**config.mk**
```make
export PLATFORM = sky130hd
export DESIGN_NAME = guess_game_ctrl
export DESIGN_NICKNAME = d
export VERILOG_FILES = /design/src/rtl/guess_game_ctrl.sv
export SDC_FILE = /design/constraint.sdc
export NUM_CORES = 1
export LEC_CHECK = 0
export CAP_MARGIN = 25
export CORE_UTILIZATION = 40
export DETAILED_ROUTE_END_ITERATION = 8
export SYNTH_ARGS = -nofsm -noshare
export SYNTH_HDL_FRONTEND = slang
export SYNTH_SLANG_ARGS = --single-unit
```
**constraint.sdc**
```tcl
create_clock -name clk -period 4.65 [get_ports clk]
set_input_delay 0.93 -clock clk [delete_from_list [all_inputs] [get_ports clk]]
set_output_delay 0.93 -clock clk [all_outputs]
set_load 0.02 [all_outputs]
```
**src/rtl/guess_game_ctrl.sv**
```systemverilog
// guess_game_ctrl: turn-based number guessing game controller with
// per-player try counters, hints and win/lose tracking.
module guess_game_ctrl #(
  parameter int MAX_TRIES   = 10,
  parameter int NUM_PLAYERS = 2,
  parameter int PID_W       = 3
) (
  input  logic             clk,
  input  logic             reset,
  input  logic             start,
  input  logic             mode,
  input  logic             guess_valid,
  input  logic [1:0]       comparison_result,
  output logic             start_random_gen,
  output logic [PID_W-1:0] cur_player,
  output logic [3:0]       tries_left,
  output logic             hint_up,
  output logic             hint_down,
  output logic [6:0]       game_status,
  output logic             game_over,
  output logic             winner_valid,
  output logic [PID_W-1:0] winner_id
);

  localparam int NSLOT = 2**PID_W;

  typedef enum logic [2:0] {
    IDLE = 3'b000,
    SEED = 3'b001,
    WAIT = 3'b010,
    WIN  = 3'b011,
    LOSE = 3'b100
  } state_t;

  state_t           state, state_n;
  logic [3:0]       cnt     [NSLOT];
  logic [3:0]       cnt_n   [NSLOT];
  logic [3:0]       dec_cnt [NSLOT];
  logic [PID_W-1:0] cur_n, win_id_n, nxt_pid;
  logic             mode_r, mode_n;
  logic             hu_n, hd_n, wv_n;
  logic             nxt_found, accept;

  assign accept = guess_valid && (comparison_result != 2'b11);

  // counters as they would be after a wrong guess (saturating at 0)
  always_comb begin
    for (int i = 0; i < NSLOT; i++) dec_cnt[i] = cnt[i];
    if (cnt[cur_player] != 4'd0)
      dec_cnt[cur_player] = cnt[cur_player] - 4'd1;
  end

  // first player after cur_player (wrapping, cur last) with tries left
  always_comb begin : next_player
    int idx;
    nxt_found = 1'b0;
    nxt_pid   = cur_player;
    idx       = 0;
    for (int k = 1; k <= NUM_PLAYERS; k++) begin
      idx = int'(cur_player) + k;
      if (idx >= NUM_PLAYERS) idx = idx - NUM_PLAYERS;
      if (!nxt_found && dec_cnt[idx[PID_W-1:0]] != 4'd0) begin
        nxt_found = 1'b1;
        nxt_pid   = idx[PID_W-1:0];
      end
    end
  end

  always_comb begin
    state_n  = state;
    cnt_n    = cnt;
    cur_n    = cur_player;
    mode_n   = mode_r;
    hu_n     = hint_up;
    hd_n     = hint_down;
    wv_n     = winner_valid;
    win_id_n = winner_id;
    if (start && state != SEED) begin
      state_n = SEED;
      for (int i = 0; i < NSLOT; i++) cnt_n[i] = 4'(MAX_TRIES);
      cur_n    = '0;
      mode_n   = mode;
      hu_n     = 1'b0;
      hd_n     = 1'b0;
      wv_n     = 1'b0;
      win_id_n = '0;
    end else begin
      unique case (state)
        SEED: state_n = WAIT;
        WAIT: begin
          if (accept) begin
            if (comparison_result == 2'b00) begin
              state_n  = WIN;
              wv_n     = 1'b1;
              win_id_n = cur_player;
              hu_n     = 1'b0;
              hd_n     = 1'b0;
            end else begin
              cnt_n = dec_cnt;
              hu_n  = (comparison_result == 2'b01);
              hd_n  = (comparison_result == 2'b10);
              if (mode_r) begin
                if (nxt_found) cur_n = nxt_pid;
                else state_n = LOSE;
              end else if (dec_cnt[0] == 4'd0) begin
                state_n = LOSE;
              end
            end
          end
        end
        default: ;
      endcase
    end
  end

  always_ff @(posedge clk) begin
    if (!reset) begin
      state <= IDLE;
      for (int i = 0; i < NSLOT; i++) cnt[i] <= 4'(MAX_TRIES);
      cur_player   <= '0;
      mode_r       <= 1'b0;
      hint_up      <= 1'b0;
      hint_down    <= 1'b0;
      winner_valid <= 1'b0;
      winner_id    <= '0;
    end else begin
      state        <= state_n;
      cnt          <= cnt_n;
      cur_player   <= cur_n;
      mode_r       <= mode_n;
      hint_up      <= hu_n;
      hint_down    <= hd_n;
      winner_valid <= wv_n;
      winner_id    <= win_id_n;
    end
  end

  assign start_random_gen = (state == SEED);
  assign tries_left       = cnt[cur_player];
  assign game_status      = {state, tries_left};
  assign game_over        = (state == WIN) || (state == LOSE);

endmodule

```
==> impl_metrics.yaml <==
critical_path:
  worstPathArrival_ns: 4.23
  critical_path_peak_fanout: 15
  r2r_cells: 12
  critPathCapture: "cur_player[2]"
  cp-end-kind: "flip-flop"
  startpoint_type: "flip-flop"
  worstReg2RegStart: "cur_player[0]"
  r2r_setup_slack_ns: 0.62
  startpoint: "cur_player[0]"
  required_ns: 4.85
  r2r_end: "cur_player[2]"
  critical_path_class: "reg2reg"
place:
  place_congestion: 0.942
  place_area_um2: 3410
  dp_hpwl_um: 7100
  place_ws_ns: 0.701
  place.port_buffers: 28
  dp.cells: 492
sta:
  tns_ns: 0
  finalHoldViolCount: 0
  worst_pin_slew_ns: 0.969
  rsz0062_at_grt: "no"
  maxSlewViolCount: 0
  finalCritPeriodShare_pct: 86.7
  relSlewSlack_pct: 35.2
  layout_setup_ws_ns: 0.619
  timing.hold.ws_ns: 0.494
  finClkSkew_ns: 0.00587
  period_needed_ns: 4.03
  finalSetupViolations: 0
  max_freq_ghz: 0.248
detailed_routing:
  wl_per_cell_um: 18.7
  drc: 0
  vias_per_cell: 6.10
  vias: 3050
  drt-initial-drc-count: 289
  wirelength_um: 9330
  drtPass1Iterations: 5
  antenna_left: 0
synthesis:
  netlist_area_um2: 3050
  yosysTopAreaCellShare_pct: 29.5
  synth_edf_count: 0
  synth_top_area_cell: "dfxtp_1"
  yosys_warnings: 0
  synthTopCellsByArea: "dfxtp_1, mux2i_1, nor2_1"
  syn-num-nets: 395
  synth.ff_latch_count: 45
  ys_types: 58
  synthFlopType: "dfxtp_1"
  synth_seq_area_share_pct: 29.5
  avgSynthCellArea_um2: 8.06
  synth_cells: 379
  async_reset_ff_share_pct: 0
cells_and_area:
  finalNonFillerCells: 500
  drive_above_1_share_pct: 6.98
  nFillCells: 727
  syn2layout_area_growth_pct: 14.5
  final_area_um2: 3490
  finalNetCount: 416
  diodes: 0
  seqCellArea_um2: 901
  multi_input_area_um2: 1990
clock_tree:
  cts_htree_levels: 2
  cts_root_buf: "clkbuf_8"
  cts_setup_buffers: 0
  cts.sinks: 45
  clkTransAtPathRegs_ns: 0.09
  clock_path_buffers: 2
  clock_latency_ns: 0.30
  ctsResizeCount: 0
  cts_tree: "yes"
  ctsHoldBuffers: 0
  numCtsBuffers: 5
die:
  die_area_um2: 7990
  die_height_um: 89.4
  die_width_um: 89.4
  io_pins: 29
  core_area_um2: 7330
  initial_core_util_pct: 41.6
  rows: 31
power:
  ir_worst_vdd_uv: 101
  p_per_area_nw_per_um2: 198
  leakage_nw: 1.30
global_route:
  grt_util_all_layers_pct: 25.4
  grt_antenna_before_repair: 0
  grt_overflow: 0
  grt_pass1_vias: 2729
  grt_max_degree: 30
  grt_pass1_wl_um: 15100
outcome:
  status: "complete, no violations"
min_path:
  min_from: "winner_valid"
  hold_class: "reg2reg"
run:
  maxCapViolations: 0
==> cell type report <==
cell class | count | share of cell area (%)
inverter | 11 | 1.18
tap | 99 | 3.54
sequential | 45 | 25.8
multi-input combinational | 299 | 56.9
clock inverter | 1 | 0.215
timing repair buffer | 38 | 10.2
clock buffer | 7 | 2.18
==> cell usage in the layout, fill, tap and decap left out, types with 3 or more instances in the layout <==
cell type / n
nand2_1: 30
a211oi_1: 5
nand4_1: 4
a311oi_1: 6
nor3_1: 15
buf_4: 10
and3_1: 3
o221a_2: 4
clkbuf_8: 5
mux2i_1: 21
a22oi_1: 8
inv_1: 8
dfxtp_1: 45
o211ai_1: 19
nand3_1: 13
nor2_1: 43
a21oi_1: 25
a31oi_1: 12
o21ai_0: 9
xnor2_1: 8
nor4_1: 4
and2_1: 7
nor2b_1: 9
nand2b_1: 3
a21o_1: 6
ha_1: 9
clkdlybuf4s50_1: 28
==> stage by stage <==
stage	utilization [%]	total power, mW
after global placement	46.5	0.458
final	47.7	0.691
after CTS	47.7	0.697
after detailed placement	46.5	0.459
after floorplan	-	0.435
after global routing	47.7	0.720
==> synth_stat cells (all sizes together), types with 8 or more instances <==
master,number
a21oi,26
a22oi,8
a31oi,12
buf,12
clkbuf,12
dfxtp,45
ha,9
inv,10
mux2i,22
nand2,30
nand3,13
nor2,43
nor2b,9
nor3,15
o211ai,19
o21ai,9
xnor2,8
==> worst min-delay path by stage <==
stage                              end  cells after the start  slack [ns]
final                     winner_valid                      2        0.49
after global routing           cnt[29]                      2        0.53
after CTS                 winner_valid                      2        0.49
after detailed placement  winner_valid                      2        0.47
after global placement    winner_valid                      2        0.46
after floorplan                cnt[17]                      2        0.46
==> metal layers <==
| layer | up-vias | wire length (um) | GRT usage [%] |
|---|---|---|---|
| met4 | 0 | 129 | 7.07 |
| met1 | 1450 | 4600 | 37.4 |
| li1 | 1463 | - | - |
| met3 | 10 | 496 | 3.79 |
| met2 | 127 | 4110 | 38.4 |
| met5 | - | 0 | 0 |
==> power breakdown <==
part | switching, mW | internal [mW] | leakage (nW)
Sequential | 0.00358 | 0.388 | 0.364
Clock | 0.134 | 0.107 | 0.0385
Combinational | 0.0358 | 0.0226 | 0.894
==> sequential cells by signal, indices dropped and copies added, names as in the netlist <==
signal	flops
mode_r	1
cnt	32
cur_player	3
hint_down	1
winner_id	3
winner_valid	1
state	3
hint_up	1
==> cell families (layout without fill, tap and decap cells) <==
logic type / Yosys count / after routing / synth area share [%]
adders and majority gates: 9 / 9 / 3.69
buffers and inverters: 35 / 57 / 5.33
DFF: 45 / 45 / 29.5
xor gates and xnor gates: 9 / 9 / 2.58
AOI/OAI and AO/OA: 118 / 118 / 28.0
and+or+nand+nor: 138 / 138 / 21.4
muxes: 25 / 25 / 9.59
==> worst max-delay path: stages, from the launching register on <==
cell      delay, ns
dfxtp_1        0.53
mux4_1         0.64
mux2i_4        0.18
ha_1           0.25
inv_1          0.15
a21o_1         0.36
a311oi_1       0.33
a31oi_1        0.14
o41ai_1        0.44
o211ai_1       0.19
and2_1         0.24
o21a_1         0.21
o221a_2        0.26
Note: power is estimated with default switching activity, not from simulation.
==> patch 1 (same settings) <==
Change the parameter `PID_W` from 3 to 2.
--- a/src/rtl/guess_game_ctrl.sv
+++ b/src/rtl/guess_game_ctrl.sv
@@ -3,7 +3,7 @@
 module guess_game_ctrl #(
   parameter int MAX_TRIES   = 10,
   parameter int NUM_PLAYERS = 2,
-  parameter int PID_W       = 3
+  parameter int PID_W       = 2
 ) (
   input  logic             clk,
   input  logic             reset,
Ports: changed (resized cur_player and winner_id); port bits go from 29 to 27. No check against the original RTL was run, so the function may have changed too.
==> patch 1 against the unedited design <==
  * Power fell by 34%
  * Cell area is 40% lower
  * Routed wire length decreased by 50%
  * Fmax rose by 16%
  * Clock skew fell by 0.0029 ns
  * Worst setup slack improved by 0.56 ns
  * Area after synthesis decreased by 41%
  * Sequential cell count decreased by 18
  * Largest power group unchanged
  * Highest routed layer unchanged
==> patch 1: results <==
[status]
status = complete, no violations

[power]
peakVddDrop_v = 0.0001274
p_leak_nw = 0.7203

[synthesis]
yosys-top-cells-count = nor2_1, dfxtp_1, nand2_1, mux2i_1, o21ai_0
ys_types = 50
synthArstFlopShare = 0
synth_cells = 222
synth_flop_cell = dfxtp_1
syn_nets = 230
synth.area.top_cells = dfxtp_1, mux2i_1, nor2_1
ys_seq_area_frac = 0.3004
yosysWarnings = 0

[cts]
clk_latency_ns = 0.28
cts_buffers = 3
htree_levels = 1
postCtsSetupRepairBufs = 0
clock_path_buffers = 2

[routing]
drt_iter0_markers = 89
routed_via_density = 5.717
dr.pass1.iters = 4
avgRoutedWirePerCell_um = 16.09
wl_mm = 4.667
antenna_left = 0

[placement]
gp_congestion = 0.8940
placed_cells = 286
hpwl_mm = 3.246
io_buffers = 26

[cells_and_area]
nets = 247
largestRegisters = cnt: 16 flops, state: 3 flops, winner_id: 2 flops
drive_gt1_frac = 0.07983

[setup_path]
critPathArrivalTime_ns = 3.65
criticalPathCategory = register to register
cpMaxStageDelayCell = mux4_2
reg2reg_from = cur_player[0]$_SDFFE_PP0P_
cp_top_family = simple AND/OR/NAND/NOR gates
crit_path_max_fanout = 18
max_stage_delay_ns = 0.59

[hold_path]
min-delay-path-class = register to register
hp-start = winner_valid$_SDFFE_PP0P_

[sta]
tightest_slew_ns = 0.6418
final.setup_skew_ns = 0.002996

[global_routing]
grt_pass1_wl_mm = 7.714
grt_max_degree = 29
antenna_found_initial = 0
grt_pass1_vias = 1497
grt_usage = 0.2009
[patch 1: cell types whose count changed in the layout (fill, tap and decap cells not counted), moves of 9 or more]
cell,delta
nor2_1,-14
o211ai_1,-17
a31oi_1,-11
a21oi_1,-22
dfxtp_1,-18
nor3_1,-9
[patch 1: per-stage QoR]
step | setup WS, ns | util | instance area (sq um) | total power [W] | hold slack (ns)
after floorplan | 1.223 | - | 1799 | 0.0002929 | 0.4691
after global placement | 1.295 | 0.4763 | 2059 | 0.0003227 | 0.4656
after detailed placement | 1.252 | 0.4763 | 2059 | 0.0003219 | 0.4619
after CTS | 1.180 | 0.4876 | 2108 | 0.0004623 | 0.4968
after global routing | 1.005 | 0.4876 | 2108 | 0.0004763 | 0.5322
final | 1.179 | 0.4876 | 2108 | 0.0004580 | 0.4931
[patch 1: path summary, 6_finish.rpt]
check,endpoint,slack [ns],depth (start not counted)
max,state[0]$_SDFFE_PN0P_,1.18,11
min,winner_valid$_SDFFE_PP0P_,0.49,2
min reg2reg,winner_valid$_SDFFE_PP0P_,0.49,2
max reg2reg,state[0]$_SDFFE_PN0P_,1.18,11
[patch 1: worst min-delay path, cell delays in order, from the launching register on]
cell and delay [ns]:
dfxtp_1 0.35, nor2_1 0.05, nor2_1 0.07
[patch 1: cell families after synthesis]
kind of cell    count (synthesis)  synth area share
compound gates                 39            0.1467
xor+xnor                        7           0.03408
fa+ha+maj                       1          0.006953
buf+inv                        22           0.05911
flops                          27            0.3004
mux                            22            0.1551
simple gates                  104            0.2976
[patch 1: cell type report]
cell class / count / area (sq um)
Clock buffer: 3 / 41.29
Clock inverter: 1 / 7.507
Inverter: 5 / 18.77
Fill cell: 452 / 2216
Multi-Input combinational cell: 173 / 1152
Tap cell: 52 / 65.06
Sequential cell: 27 / 540.5
Timing Repair Buffer: 29 / 282.8
[patch 1: where the power goes]
part           internal (W)  leakage (nW)  switching (W)
sequential         0.000236         0.218     0.00000703
clock             0.0000610        0.0217      0.0000806
combinational     0.0000327         0.480      0.0000410
total              0.000329         0.720       0.000129
[patch 1: per-layer routing]
metal  vias to the layer above  track usage  share of wire
met1                       772       0.2966           0.50
met2                        53       0.2999           0.43
met5                         -            0              0
met3                         4      0.04240          0.056
met4                         0      0.04082          0.011
li1                        829            -              -
==> patch 2 (same flow settings) <==
Made on the original files. Register the inputs `start`, `mode`, `guess_valid` and `comparison_result` before use, cleared by the reset. The logic sees them one clock later.
--- a/src/rtl/guess_game_ctrl.sv
+++ b/src/rtl/guess_game_ctrl.sv
@@ -32,6 +32,25 @@
     LOSE = 3'b100
   } state_t;
 
+  logic start_q;
+  logic mode_q;
+  logic guess_valid_q;
+  logic [1:0] comparison_result_q;
+
+  always_ff @(posedge clk) begin
+    if (!reset) begin
+      start_q             <= '0;
+      mode_q              <= '0;
+      guess_valid_q       <= '0;
+      comparison_result_q <= '0;
+    end else begin
+      start_q             <= start;
+      mode_q              <= mode;
+      guess_valid_q       <= guess_valid;
+      comparison_result_q <= comparison_result;
+    end
+  end
+
   state_t           state, state_n;
   logic [3:0]       cnt     [NSLOT];
   logic [3:0]       cnt_n   [NSLOT];
@@ -41,7 +60,7 @@
   logic             hu_n, hd_n, wv_n;
   logic             nxt_found, accept;
 
-  assign accept = guess_valid && (comparison_result != 2'b11);
+  assign accept = guess_valid_q && (comparison_result_q != 2'b11);
 
   // counters as they would be after a wrong guess (saturating at 0)
   always_comb begin
@@ -75,11 +94,11 @@
     hd_n     = hint_down;
     wv_n     = winner_valid;
     win_id_n = winner_id;
-    if (start && state != SEED) begin
+    if (start_q && state != SEED) begin
       state_n = SEED;
       for (int i = 0; i < NSLOT; i++) cnt_n[i] = 4'(MAX_TRIES);
       cur_n    = '0;
-      mode_n   = mode;
+      mode_n   = mode_q;
       hu_n     = 1'b0;
       hd_n     = 1'b0;
       wv_n     = 1'b0;
@@ -89,7 +108,7 @@
         SEED: state_n = WAIT;
         WAIT: begin
           if (accept) begin
-            if (comparison_result == 2'b00) begin
+            if (comparison_result_q == 2'b00) begin
               state_n  = WIN;
               wv_n     = 1'b1;
               win_id_n = cur_player;
@@ -97,8 +116,8 @@
               hd_n     = 1'b0;
             end else begin
               cnt_n = dec_cnt;
-              hu_n  = (comparison_result == 2'b01);
-              hd_n  = (comparison_result == 2'b10);
+              hu_n  = (comparison_result_q == 2'b01);
+              hd_n  = (comparison_result_q == 2'b10);
               if (mode_r) begin
                 if (nxt_found) cur_n = nxt_pid;
                 else state_n = LOSE;
Behaviour: not the same (Yosys sat finds a counterexample within 4 cycles, from zero or initial values and one cycle with reset low).
==> patch 2 against the unedited design <==
  * Area after synthesis up 5.9%
  * Die area rose by 5.8%
  * Worst setup slack lost 0.30 ns
  * Power increased by 19%
  * Cell area is 5.8% higher
  * Final cell count up 1.0%
  * Routed wire length increased by 0.55%
  * Sequential cell count up 5
  * Clock skew up 0.0060 ns
==> patch 2: results <==
[routing]
met1Wirelength_mm = 4.115
drt_iter0_markers = 249
dr_wl_met3_um = 523
via_count = 3103
avgRoutedWirePerCell_um = 18.58
dr.pass1.iters = 4
route.met2.wl_mm = 4.442

[status]
status = complete, no violations

[sta]
finalCritPeriodShare = 0.9324
holdWs_ns = 0.4943
final.setup_skew_ns = 0.01187

[power]
comb_power_w = 0.0000570
pg_seq_w = 0.000438
p_leak_nw = 1.390
peakVddDrop_v = 0.0001424
p_int_w = 0.0006343

[placement]
placement.setup.worst_slack_ns = 0.3657
gp_congestion = 0.9859
placed_area_sq_um = 3547
placed_cells = 496

[global_routing]
grt_usage = 0.2307
grt_max_degree = 29
grt_pass1_wl_mm = 15.32
grt.met1_usage = 0.2999
grt_use_met2 = 0.3843
grt_pass1_vias = 2955
met3_usage = 0.03068

[cells_and_area]
final.fill_count = 774
nets = 418
drive_gt1_frac = 0.1092

[setup_path]
crit_path_end = cur_player[1]$_SDFFE_PP0P_
max_stage_delay_ns = 0.62
reg2reg_depth = 11
reg2reg_setup_slack_ns = 0.31
cpMaxStageDelayCell = dfxtp_1
crit_path_max_fanout = 20

[hold_path]
hp-start = cnt[6]$_SDFFE_PP0P_
worstHoldEndpoint = cnt[6]$_SDFFE_PP0P_

[synthesis]
ys_seq_area_frac = 0.3095
synth.area.top_cells = dfxtp_1, nor2_1, nand2_1
yosys-top-cells-count = dfxtp_1, nor2_1, nand2_1, a21oi_1, o211ai_1
synth_cells = 384
-- patch 2: cell families after synthesis --
logic type | Yosys count | synth area share
flops | 50 | 0.3095
fa+ha+maj | 9 | 0.03482
mux | 25 | 0.1087
xor+xnor | 8 | 0.02166
compound gates | 113 | 0.2588
simple gates | 147 | 0.2128
buf+inv | 32 | 0.05377
-- patch 2: final cells by class --
class	instances	area share
inverter	7	0.007109
tap	102	0.03453
clock inverter	2	0.01049
sequential	50	0.2708
multi-input combinational	302	0.5572
clock buffer	6	0.02234
timing repair buffer	36	0.09750
-- patch 2: worst max-delay path, delay by kind of cell (launching register included) --
kind / cells / cell delay [ns]
mux: 2 / 0.88
simple gates: 3 / 0.87
compound gates: 3 / 0.77
flops: 1 / 0.62
fa+ha+maj: 1 / 0.61
xor+xnor: 1 / 0.32
buf+inv: 1 / 0.13
